[src/rtl/seq_detect_param.sv]
// Runtime-programmable serial pattern detector with a valid-qualified input,
// overlapping/non-overlapping match modes and a saturating match counter.
module seq_detect_param #(
    parameter int                 MAX_LEN     = 8,
    parameter int                 CNT_W       = 8,
    parameter logic [MAX_LEN-1:0] RST_PATTERN = 8'h0B,
    parameter int                 RST_LEN     = 4,
    parameter bit                 RST_OVERLAP = 1'b1,
    localparam int                LW          = $clog2(MAX_LEN + 1)
) (
    input  logic               clk,
    input  logic               reset,
    input  logic               inp_valid,
    input  logic               inp_bit,
    input  logic               cfg_load,
    input  logic [MAX_LEN-1:0] cfg_pattern,
    input  logic [LW-1:0]      cfg_len,
    input  logic               cfg_overlap,
    input  logic               cnt_clear,
    output logic               seq_seen,
    output logic [CNT_W-1:0]   match_count,
    output logic               cnt_sat,
    output logic               cfg_err
);

    localparam logic [LW-1:0] MAX_LEN_L = LW'(MAX_LEN);
    localparam logic [LW-1:0] RST_LEN_L = LW'(RST_LEN);

    typedef enum logic {
        FILL   = 1'b0,
        DETECT = 1'b1
    } state_e;

    state_e             state_q, state_d;
    logic [MAX_LEN-1:0] hist_q, hist_d;
    logic [MAX_LEN-1:0] pattern_q, pattern_d;
    logic [LW-1:0]      fill_q, fill_d;
    logic [LW-1:0]      len_q, len_d;
    logic               overlap_q, overlap_d;
    logic               seq_seen_q, seq_seen_d;
    logic               cfg_err_q, cfg_err_d;
    logic               cnt_sat_q, cnt_sat_d;
    logic [CNT_W-1:0]   count_q, count_d;

    logic [MAX_LEN-1:0] hist_next;
    logic [MAX_LEN-1:0] len_mask;
    logic [LW-1:0]      fill_inc;
    logic               accept;
    logic               cfg_ok;
    logic               compare;
    logic               match;

    // A bit presented alongside cfg_load is always discarded, legal config or not.
    assign accept    = inp_valid & ~cfg_load;
    assign hist_next = {hist_q[MAX_LEN-2:0], inp_bit};
    assign fill_inc  = fill_q + 1'b1;
    assign cfg_ok    = (cfg_len != '0) && (cfg_len <= MAX_LEN_L);

    always_comb begin
        len_mask = '0;
        for (int i = 0; i < MAX_LEN; i++) begin
            len_mask[i] = (i < int'(len_q));
        end
    end

    // The bit that completes the fill is compared in the same cycle it arrives.
    assign compare = accept && ((state_q == DETECT) || (fill_inc == len_q));
    assign match   = compare && (((hist_next ^ pattern_q) & len_mask) == '0);

    // NOTE: nonblocking assignments here so every register samples pre-edge values.
    always_ff @(posedge clk or negedge reset) begin
        if (!reset) begin
            state_q    <= FILL;
            hist_q     <= '0;
            fill_q     <= '0;
            pattern_q  <= RST_PATTERN;
            len_q      <= RST_LEN_L;
            overlap_q  <= RST_OVERLAP;
            seq_seen_q <= 1'b0;
            cfg_err_q  <= 1'b0;
            cnt_sat_q  <= 1'b0;
            count_q    <= '0;
        end else begin
            state_q    <= state_d;
            hist_q     <= hist_d;
            fill_q     <= fill_d;
            pattern_q  <= pattern_d;
            len_q      <= len_d;
            overlap_q  <= overlap_d;
            seq_seen_q <= seq_seen_d;
            cfg_err_q  <= cfg_err_d;
            cnt_sat_q  <= cnt_sat_d;
            count_q    <= count_d;
        end
    end

    // NOTE: every output of this block takes its hold value first, so no latch is inferred.
    always_comb begin
        state_d   = state_q;
        hist_d    = hist_q;
        fill_d    = fill_q;
        pattern_d = pattern_q;
        len_d     = len_q;
        overlap_d = overlap_q;

        if (cfg_load) begin
            if (cfg_ok) begin
                pattern_d = cfg_pattern;
                len_d     = cfg_len;
                overlap_d = cfg_overlap;
                hist_d    = '0;
                fill_d    = '0;
                state_d   = FILL;
            end
        end else if (inp_valid) begin
            hist_d = hist_next;
            if (state_q == FILL) begin
                fill_d = fill_inc;
            end
            if (compare) begin
                state_d = DETECT;
            end
            if (match && !overlap_q) begin
                hist_d  = '0;
                fill_d  = '0;
                state_d = FILL;
            end
        end
    end

    always_comb begin
        seq_seen_d = match;
        cfg_err_d  = cfg_load & ~cfg_ok;
        count_d    = count_q;
        cnt_sat_d  = cnt_sat_q;

        if (cnt_clear) begin
            count_d   = '0;
            cnt_sat_d = 1'b0;
        end else begin
            if (match && !(&count_q)) begin
                count_d = count_q + 1'b1;
            end
            cnt_sat_d = cnt_sat_q | (&count_d);
        end
    end

    assign seq_seen    = seq_seen_q;
    assign match_count = count_q;
    assign cnt_sat     = cnt_sat_q;
    assign cfg_err     = cfg_err_q;

endmodule
[config.mk]
export PLATFORM = sky130hd
export DESIGN_NAME = seq_detect_param
export DESIGN_NICKNAME = d
export VERILOG_FILES = /design/src/rtl/seq_detect_param.sv
export SDC_FILE = /design/constraint.sdc
export NUM_CORES = 1
export LEC_CHECK = 0
export CAP_MARGIN = 5
export CORE_ASPECT_RATIO = 1.1
export CORE_MARGIN = 3
export CORE_UTILIZATION = 55
export CTS_CLUSTER_SIZE = 8
export DETAILED_ROUTE_END_ITERATION = 7
export DONT_BUFFER_PORTS = 1
export HOLD_SLACK_MARGIN = 0.15
export PLACE_DENSITY_LB_ADDON = 0.2
export SYNTH_ARGS = -nofsm -noshare
export SYNTH_HDL_FRONTEND = slang
export SYNTH_SLANG_ARGS = --single-unit
[constraint.sdc]
create_clock -name clk -period 3.95 [get_ports clk]
set_input_delay 0.79 -clock clk [delete_from_list [all_inputs] [get_ports clk]]
set_output_delay 0.79 -clock clk [all_outputs]
set_load 0.01 [all_outputs]
Word level (Yosys, flattened, before mapping)
Index checks and enable logic that the tools add are counted.
- RAM bits: 0
- memory bits (read-only): 0
- bits in latches: 0
- memories: 0
- word-level logic and storage cells: 67
- register bits: 36
- output and inout port bits: 11
- muxes and demuxes: 18
- add/subtract/negate cells: 2
- multipliers: 0
- magnitude comparators: 9
- shifts and indexed selects: 0
- bitwise gates (word level): 7
- div/mod/pow operators: 0
- reduce and logical (&&, ||, !) cells: 18
- eq/ne operators: 3
- operators by type and width (cell ; count):
    $mux W7 ; 4
    $mux W8 ; 3
    $mux W4 ; 5
    $lt A3 B4 Y1 const A ; 4
    $reduce_and A8 Y1 ; 2
    $add A8 B1 Y8 const B ; 1
    $and A8 B8 Y8 ; 1
    $logic_not A8 Y1 ; 1
    $lt A1 B4 Y1 const A ; 2
    $lt A2 B4 Y1 const A ; 2
    $xor A8 B8 Y8 ; 1
    $mux W1 ; 6
    $reduce_and A3 Y1 ; 2
    $logic_and A1 B1 Y1 ; 5
    $add A4 B1 Y4 const B ; 1
    $eq A4 B4 Y1 ; 1
    $le A4 B4 Y1 const B ; 1
    $reduce_and A2 Y1 ; 2
    $reduce_bool A4 Y1 ; 1
    $ne A3 B2 Y1 const B ; 1
    $reduce_bool A3 Y1 ; 1
    $and A1 B1 Y1 ; 2
    $logic_not A1 Y1 ; 2
    $ne A2 B1 Y1 const B ; 1
    other kinds (4) ; 5

Longest topological paths before layout
Gate-level depths: netlist (run 1).
- word-level depth: 11
- gate-level depth with buffers: 9

Least setup slack after synthesis (run 1)
Ideal clock, no wire load.
- kind: register -> register
- start point: register count_q[0], in the netlist match_count[0]
- end point: register cnt_sat_q, in the netlist cnt_sat
- buffers on the path: 0
- cell stages (with the launch flop): 7
- data arrival time: 2.146 ns
- clock period less this slack: 2.250 ns
- path slack: 1.700 ns
- data required time: 3.846 ns
- cell sequence: dfrtp_1 > ha_1 > nand3_1 > nor3_1 > nor2_1 > o21a_1 > o41ai_2
- longest elaborated chain between the ends: 8
- elaborated cells between the ends (all ways): 9
- those cells by class: add/sub (1); mux (3); bitwise (1); reduce/logical (4)
- ends and longest elaborated chain (item ; line ; text):
    start: declaration ; 43 ; logic [CNT_W-1:0] count_q, count_d;
    start signal: assignment ; 93 ; count_q <= count_d;
    branches (longest 3 deep; another with $add A8 B1 Y8) ; -- ;
    $mux W8 * ; 141 ; if (match && !(&count_q)) begin
    $mux W8 * ; 137 ; if (cnt_clear) begin
    $reduce_and A8 Y1 * ; 144 ; cnt_sat_d = cnt_sat_q | (&count_d);
    $or A1 B1 Y1 * ; 144 ;
    $mux W1 * ; 137 ;
    via cnt_sat_d ; 42 ; logic cnt_sat_q, cnt_sat_d;
    end signal: assignment ; 92 ; cnt_sat_q <= cnt_sat_d;
    end: declaration ; 42 ;
Mark *: on every way through the listed nets, which the timed path passes. The select of a mux whose other input is x is not followed.
A chain may end at the register's enable or synchronous reset.

Worst setup path after layout (run 1)
- start point: register fill_q[0]
- end point: register fill_q[2]
- longest elaborated chain between the ends: 9
- elaborated cells between the ends (all ways): 12
- those cells by class: add/sub (1); eq/ne (2); mux (4); reduce/logical (5)
- ends and longest elaborated chain (item ; line ; text):
    start: declaration ; 37 ; logic [LW-1:0] fill_q, fill_d;
    start signal: assignment ; 86 ; fill_q <= fill_d;
    $add A4 B1 Y4 * ; 56 ; assign fill_inc = fill_q + 1'b1;
    $eq A4 B4 Y1 ; 67 ; assign compare = accept && ((state_q == DETECT) || (fill_inc == len_q));
    $logic_or A1 B1 Y1 ; 67 ;
    $logic_and A1 B1 Y1 ; 67 ;
    $logic_and A1 B1 Y1 ; 68 ; assign match = compare && (((hist_next ^ pattern_q) & len_mask) == '0);
    $logic_and A1 B1 Y1 ; 123 ; if (match && !overlap_q) begin
    $mux W4 ; 123 ;
    $mux W4 ; 115 ; end else if (inp_valid) begin
    $mux W4 ; 106 ; if (cfg_load) begin
Mark *: on every way between the ends. The rest lies on a longest branch, timed or not. The select of a mux whose other input is x is not followed.

==> results of run 1 <==
==> flip-flops by register name, summed over array words and instances (netlist names) <==
signal,flops
overlap_q,1
hist_q,7
len_q,4
pattern_q,8
fill_q,4
cfg_err,1
match_count,8
seq_seen,1
state_q,1
cnt_sat,1
==> cell type report <==
cell class / count / area share [%]
Multi-Input combinational cell: 137 / 47.21
Clock buffer: 8 / 2.912
Inverter: 6 / 1.115
Tap cell: 46 / 2.850
Sequential cell: 36 / 44.92
Timing Repair Buffer: 1 / 0.9913
==> logic make-up (layout without fill, tap and decap cells) <==
group                      Yosys count  count (layout)  share of synthesized area, %
DFF                                 36              36                         47.26
AOI/OAI and AO/OA                   43              43                         15.78
xor gates and xnor gates            19              19                         8.670
muxes                               13              13                         7.562
and+or+nand+nor                     60              60                         16.36
adders and majority gates            2               2                         1.304
buffers and inverters               13              15                         3.064
==> per-layer routing <==
layer / vias up / GRT usage [%] / part of all wire, %
met1: 677 / 23.23 / 42
met4: 0 / 6.612 / 1.2
met3: 5 / 7.389 / 6.2
met5: - / 0 / 0
met2: 42 / 37.90 / 51
li1: 662 / - / -
==> metrics by stage <==
stage / hold slack, ns / cells
2_1_floorplan: 0.4656 / 186
3_3_place_gp: 0.4834 / 225
3_5_place_dp: 0.4888 / 225
4_1_cts: 0.2449 / 234
5_1_grt: 0.2336 / 234
6_report: 0.2461 / 234
==> worst reg2reg max path, stage by stage (launching register included) <==
cell	delay, ns
sky130_fd_sc_hd__dfrtp_1	0.45
sky130_fd_sc_hd__ha_1	0.27
sky130_fd_sc_hd__xor2_1	0.16
sky130_fd_sc_hd__xnor2_1	0.13
sky130_fd_sc_hd__a41o_1	0.25
sky130_fd_sc_hd__a41oi_1	0.82
sky130_fd_sc_hd__nor3b_1	0.36
sky130_fd_sc_hd__nand2_1	0.10
sky130_fd_sc_hd__o21ai_0	0.15
==> power by group through the flow <==
| stage | Combinational (W) | Clock (W) | Sequential [W] |
|---|---|---|---|
| finish | 0.000147 | 0.000206 | 0.000455 |
| global route | 0.000167 | 0.000231 | 0.000460 |
| CTS | 0.000148 | 0.000211 | 0.000454 |
| detailed placement | 0.000139 | 0 | 0.000462 |
| global placement | 0.000134 | 0 | 0.000458 |
| floorplan | 0.000122 | 0 | 0.000448 |
==> worst paths after layout <==
path | startpoint | endpoint | slack [ns]
max | fill_q[0] | fill_q[2] | 1.19
max in group asynchronous | reset | cfg_err | 3.52
min | reset | hist_q[4] | 0.25
min reg2reg | fill_q[3] | fill_q[3] | 0.51
min in group clk | cnt_clear | match_count[2] | 0.50
max reg2reg | fill_q[0] | fill_q[2] | 1.19
==> synth_stat cells (2+ instances only) <==
| master | n |
|---|---|
| sky130_fd_sc_hd__xnor2_1 | 9 |
| sky130_fd_sc_hd__o31ai_1 | 2 |
| sky130_fd_sc_hd__dfrtp_1 | 31 |
| sky130_fd_sc_hd__nand3_1 | 5 |
| sky130_fd_sc_hd__a211o_2 | 2 |
| sky130_fd_sc_hd__o21a_1 | 3 |
| sky130_fd_sc_hd__nor3_1 | 7 |
| sky130_fd_sc_hd__dfstp_2 | 5 |
| sky130_fd_sc_hd__nand2b_1 | 3 |
| sky130_fd_sc_hd__nor2_1 | 10 |
| sky130_fd_sc_hd__xor2_1 | 10 |
| sky130_fd_sc_hd__a21o_1 | 2 |
| sky130_fd_sc_hd__a31oi_1 | 2 |
| sky130_fd_sc_hd__inv_1 | 6 |
| sky130_fd_sc_hd__o21ai_0 | 14 |
| sky130_fd_sc_hd__buf_1 | 2 |
| sky130_fd_sc_hd__buf_2 | 2 |
| sky130_fd_sc_hd__ha_1 | 2 |
| sky130_fd_sc_hd__clkbuf_1 | 2 |
| sky130_fd_sc_hd__nand2_1 | 21 |
| sky130_fd_sc_hd__mux2_2 | 12 |
| sky130_fd_sc_hd__o21bai_1 | 2 |
| sky130_fd_sc_hd__a21oi_1 | 6 |
==> timing repair <==
item,in CTS,in global routing
endpoints found under the hold margin,31,0
hold buffers,1,0
endpoints found under the setup margin,0,0
==> results.md, run 1 <==
- Buf+Inv Stages, Crit Path: 0
- Setup violations, final: 0
- Critical path required time: 4.20 ns
- Avg WL per Cell: about 17 um
- Longest Clk Path Bufs: 2
- Count of different cell masters after synthesis: 49
- Number of nets produced by synthesis: slightly above 200
- Synth top area cells: sky130_fd_sc_hd__dfrtp_1, sky130_fd_sc_hd__mux2_2, sky130_fd_sc_hd__dfstp_2
- Clock period minus worst slack: between 2 and 3 ns
- Antenna diode count: 0
- Part of the total power dissipated in sequential elements: a little under three fifths
- Post-synthesis sequential area ratio: ~47%
- NumNets Final: around 210
- Initial Util: around three fifths
- Clock-pin transition on the worst setup and hold timing paths: around 0.12 ns
- Pin count of the biggest net entering global routing: 32
- Area occupied by multi-input gates: 953.4 um^2
- WS Path Type: reg2reg
- Worst-Margin Slew: between 0.9 and 1 ns
- Aggregate routed wire length: ~3.9 mm
- Number of setup buffers added after CTS: 0
- Max-cap viol count: 0
- Number of cells on the critical path: 8
- Avg Cell Area, Syn: between 10 and 15 um^2
- Maximum vdd ir drop: 0.0002254 V
- Post-synthesis register bit count: 36
- Die outline width: roughly 62 um
- Summed instance area of the synthesized netlist: about 1900 um^2
- Switching power total: ~0.00023 W
- Total routing usage reported by global routing: between 20% and 30%
- Critical Path Source Type: flop
- DRT Pass-1 Iters: 4
- Final RePlAce weighted congestion: ~0.85
- Synth area leader: sky130_fd_sc_hd__dfrtp_1
- Wire length of the first global-routing pass: around 6.7 mm
- Post-placement setup slack: ~1.2 ns
- Hold Fails Final Rpt: 0
- Number of H-tree branching levels: 2
- Storage cell area: between 900 and 1000 um^2
- Post-Place Cell Area: 1941 um^2
- Dominant register cell in the synthesized netlist: sky130_fd_sc_hd__dfrtp_1
- Setup repair after global routing missed its margin: false
- Comb pwr share: between 15 and 20%
- Capturing element type of the critical path: flop
- CTS tree: yes
- Leakage power: about 0.83 nW
- Layout cell share with drive strength beyond 1: approximately 18%
- Library cell contributing the largest single delay on the critical path: sky130_fd_sc_hd__a41oi_1
- Slowest cell delay on critical path: 0.82 ns
- Max Clk Rate: 362.9 MHz
- Residual overflow from global routing: 0
- Count of pins on the block boundary: 30
- Most frequent standard cell in the layout excluding fill and tap cells: sky130_fd_sc_hd__dfrtp_1
- Remaining antenna violation count: 0
- Net switching fraction of the power: between 20 and 30%
- Area of the die: about 4200 um^2
- Final Cycle Share: a little over two thirds
- Proportion of register bits with asynchronous set or reset after synthesis: 100.0%
- Biggest fanout along the worst timing path: 13
- Post-detailed-placement half-perimeter wirelength: 2.904 mm
- Final standard cell utilization of the core: 63.52%
- Cts bufs inserted: 5
- Tot Pwr: about 0.00081 W
- Number of sinks on the clock net: 36
- CP arrival: 3.01 ns
- Placeable core region: between 3000 and 4000 um^2
- Clock share of power: 25.5%
- Least setup slack across all paths after layout: 1.194 ns
- Post-synth EDFFs: 0
- Maximum clock skew at final layout: around 0.019 ns
- Leading cell types in the layout, fill and taps excluded: sky130_fd_sc_hd__dfrtp_1, sky130_fd_sc_hd__nand2_1, sky130_fd_sc_hd__o21ai_0, sky130_fd_sc_hd__mux2_2
- Warnings from Yosys: 0
- Final routed DRC violation total: 0
- Vertical extent of the die: ~68 um
- Layout Area Growth over Synthesis: 5.215%
- Total internal power: 0.0005758 W
- Max-slew violations: 0
- Cells after Synth: around 190
- Critical Path, Cell by Cell: ha_1 -> xor2_1 -> xnor2_1 -> a41o_1 -> a41oi_1 -> nor3b_1 -> nand2_1 -> o21ai_0
- Count of standard-cell rows: 21
- Number of antenna violations at the first check in global routing: 0
- Total power per unit cell area: around 400 nW/um^2
- Design area: between 2000 and 2500 um^2
- Detailed router's first-iteration violation count: 86
- Run status: finished, final reports clean
- Number of buffer cells added on primary ports: 0
- Cts repair resizes: 0
- Via count: roughly 1400
- Synth top area share: 40.42%
- Via count of the first global-routing pass: roughly 1400
- Clock network latency to the later pin of the worst-skew pair: 0.35 ns
- Max-slew headroom: 34.42%
- Setup Total Neg Slack: 0 ns
- Clock root buffer: sky130_fd_sc_hd__clkbuf_4
- Length in cells of the worst reg-to-reg path: 8
- Per-cell via count in the routed design: a little under 6
- Delay-heaviest family, CP: compound AO/OA/AOI/OAI gates
- Worst hold path type: in2async
- Fillers: between 200 and 300
(Power assumes the default switching activity.)
==> run 2: changes to the inputs <==
==> constraint.sdc (replaced) <==
create_clock -name clk -period 2.4 [get_ports clk]
set_input_delay 0.48 -clock clk [delete_from_list [all_inputs] [get_ports clk]]
set_output_delay 0.48 -clock clk [all_outputs]
set_load 0.01 [all_outputs]
==> run 2 against run 1 <==
  * Largest cell class unchanged
  * Critical path depth down 1
  * Fmax up 17%
  * Critical path type unchanged
  * Largest power group unchanged
  * Via count rose by 4.6%
  * Die area unchanged
  * Routed wire length increased by 1.7%
  * Critical endpoint is now cnt_sat
  * Cell count rose by 6.8%
  * Non-clock buffer count is 16 higher
==> results.md, run 2 (same netlist as run 1, synthesis figures left out) <==
- Number of buffer cells added on primary ports: 0
- Switching power total: 0.0003990 W
- Count of standard-cell rows: 21
- Post-Place Cell Area: between 2000 and 2500 um^2
- Design area: 2200 um^2
- Maximum vdd ir drop: slightly below 0.0004 V
- Comb pwr share: 21.8%
- Max-cap viol count: 0
- Clock share of power: about a quarter
- Count of pins on the block boundary: 30
- Initial Util: slightly above 60%
- Number of cells on the critical path: 7
- Number of H-tree branching levels: 2
- Per-cell via count in the routed design: between 5 and 6
- Placeable core region: around 3200 um^2
- Number of placed instances, taps included: about 240
- Detailed router's first-iteration violation count: ~110
- Slowest cell delay on critical path: roughly 0.54 ns
- Storage cell area: a little over 900 um^2
- Setup repair after global routing missed its margin: true
- Tot Pwr: 0.001368 W
- Total power per unit cell area: 622.1 nW/um^2
- Clock root buffer: sky130_fd_sc_hd__clkbuf_4
- Area of the die: approximately 4200 um^2
- WS Path Type: reg2reg
- Aggregate routed wire length: ~4.0 mm
- Clock network latency to the later pin of the worst-skew pair: around 0.33 ns
- NumNets Final: 224
- Net switching fraction of the power: 29.16%
- Capturing element type of the critical path: flop
- Maximum clock skew at final layout: approximately 0.0095 ns
- Max-slew violations: 0
- Clock period minus worst slack: 2.348 ns
- Via count of the first global-routing pass: ~1500
- Layout Area Growth over Synthesis: 14.60%
- Biggest fanout along the worst timing path: 7
- Worst hold slack across all endpoints: approximately 0.2 ns
- Leading cell types in the layout, fill and taps excluded: sky130_fd_sc_hd__dfrtp_1, sky130_fd_sc_hd__nand2_1, sky130_fd_sc_hd__o21ai_0, sky130_fd_sc_hd__buf_4, sky130_fd_sc_hd__mux2_2
- Setup violations, final: 0
- Clock-pin transition on the worst setup and hold timing paths: about 0.1 ns
- Hold Path Cell Cnt: 1
- Fillers: between 200 and 250
- Via count: 1450
- Cts bufs inserted: 5
- Hold Fails Final Rpt: 0
- Critical Path Source Type: flop
- Remaining antenna violation count: 0
- Setup Total Neg Slack: 0 ns
- Final RePlAce weighted congestion: 0.8152
- Critical path required time: between 2 and 3 ns
- Antenna diode count: 0
- Avg WL per Cell: 15.84 um
- Wire length of the first global-routing pass: 6.713 mm
- Number of antenna violations at the first check in global routing: 0
- Longest Clk Path Bufs: 2
- Max Clk Rate: around 430 MHz
- Max-slew headroom: a little over three fifths
- Total internal power: 0.0009694 W
- Run status: finished, final reports clean
- Total routing usage reported by global routing: about a fifth
- Residual overflow from global routing: 0
- Area occupied by multi-input gates: 1006 um^2
- Final Cycle Share: a little over nine tenths
- Pin count of the biggest net entering global routing: 37
- DRT Pass-1 Iters: 4
- Final routed DRC violation total: 0
- Die outline width: between 60 and 70 um
- Buf+Inv Stages, Crit Path: 0
- Layout cell share with drive strength beyond 1: 27.45%
- Length in cells of the worst reg-to-reg path: 7
- Worst hold path type: in2reg
- Worst-Margin Slew: around 0.56 ns
- CP arrival: between 2 and 3 ns
- Part of the total power dissipated in sequential elements: between 50 and 60%
- Critical Path, Cell by Cell: or3b_4 -> a221oi_2 -> o2bb2ai_2 -> nand3_4 -> a211o_2 -> o21a_1 -> o41ai_2
- Vertical extent of the die: 67.96 um
- Post-detailed-placement half-perimeter wirelength: between 2 and 3 mm
- Library cell contributing the largest single delay on the critical path: sky130_fd_sc_hd__dfstp_2
- CTS tree: yes
- Most frequent standard cell in the layout excluding fill and tap cells: sky130_fd_sc_hd__dfrtp_1
- Number of sinks on the clock net: 36
- Delay-heaviest family, CP: compound AO/OA/AOI/OAI gates
- Final cell count without fillers: 250
- Leakage power: ~0.91 nW
run 2: cell types whose count changed in the layout (fill, tap and decap cells not counted), moves of 2 or more:
cell	change
sky130_fd_sc_hd__nor3_1	-3
sky130_fd_sc_hd__dlygate4sd3_1	+2
sky130_fd_sc_hd__clkinv_2	+2
sky130_fd_sc_hd__buf_4	+14
sky130_fd_sc_hd__nor3_2	+3
sky130_fd_sc_hd__clkbuf_1	-2
run 2: routing by layer:
layer,vias to the layer above,part of all wire [%],GRT usage [%]
li1,700,-,-
met1,705,41,22.99
met2,38,53,36.02
met3,7,5.1,6.076
met4,0,1.1,7.713
met5,-,0,0
run 2: worst paths after layout:
path                           start  slack, ns              to
hold / removal             cnt_clear       0.20  match_count[4]
setup / recovery            len_q[2]       0.05         cnt_sat
min in group asynchronous      reset       0.58       hist_q[5]
max in group asynchronous      reset       1.56        len_q[2]
hold reg to reg            fill_q[3]       0.51       fill_q[3]
setup reg to reg            len_q[2]       0.05         cnt_sat
run 2: area by class of cell:
| class | count | share of cell area, % |
|---|---|---|
| Inverter | 6 | 1.024 |
| Clock buffer | 6 | 2.332 |
| Timing Repair Buffer | 17 | 6.598 |
| Tap cell | 46 | 2.617 |
| Sequential cell | 36 | 41.24 |
| Multi-Input combinational cell | 137 | 45.73 |
| Clock inverter | 2 | 0.4551 |
run 2: what timing repair did:
| item | 4_1_cts | 5_1_grt |
|---|---|---|
| endpoints found under the hold margin | 36 | 1 |
| resized for setup | 0 | 9 |
| hold buffers | 2 | 1 |
| setup buffers | 0 | 2 |
| setup endpoints to repair | 0 | 16 |
run 2: through the flow:
stage,worst slack [ns],utilization (%)
detailed placement,0.01326,63.87
CTS,0.002030,66.75
finish,0.05180,69.19
floorplan,0.1500,-
global placement,0.1453,63.87
global route,-0.04153,69.19
run 2: power groups by stage:
| stage | Sequential [W] | Clock [W] | Combinational (W) |
|---|---|---|---|
| 2_1_floorplan | 0.000737 | 0 | 0.000201 |
| 3_3_place_gp | 0.000738 | 0 | 0.000255 |
| 3_5_place_dp | 0.000742 | 0 | 0.000262 |
| 4_1_cts | 0.000730 | 0.000355 | 0.000281 |
| 5_1_grt | 0.000738 | 0.000385 | 0.000334 |
| 6_report | 0.000730 | 0.000341 | 0.000298 |
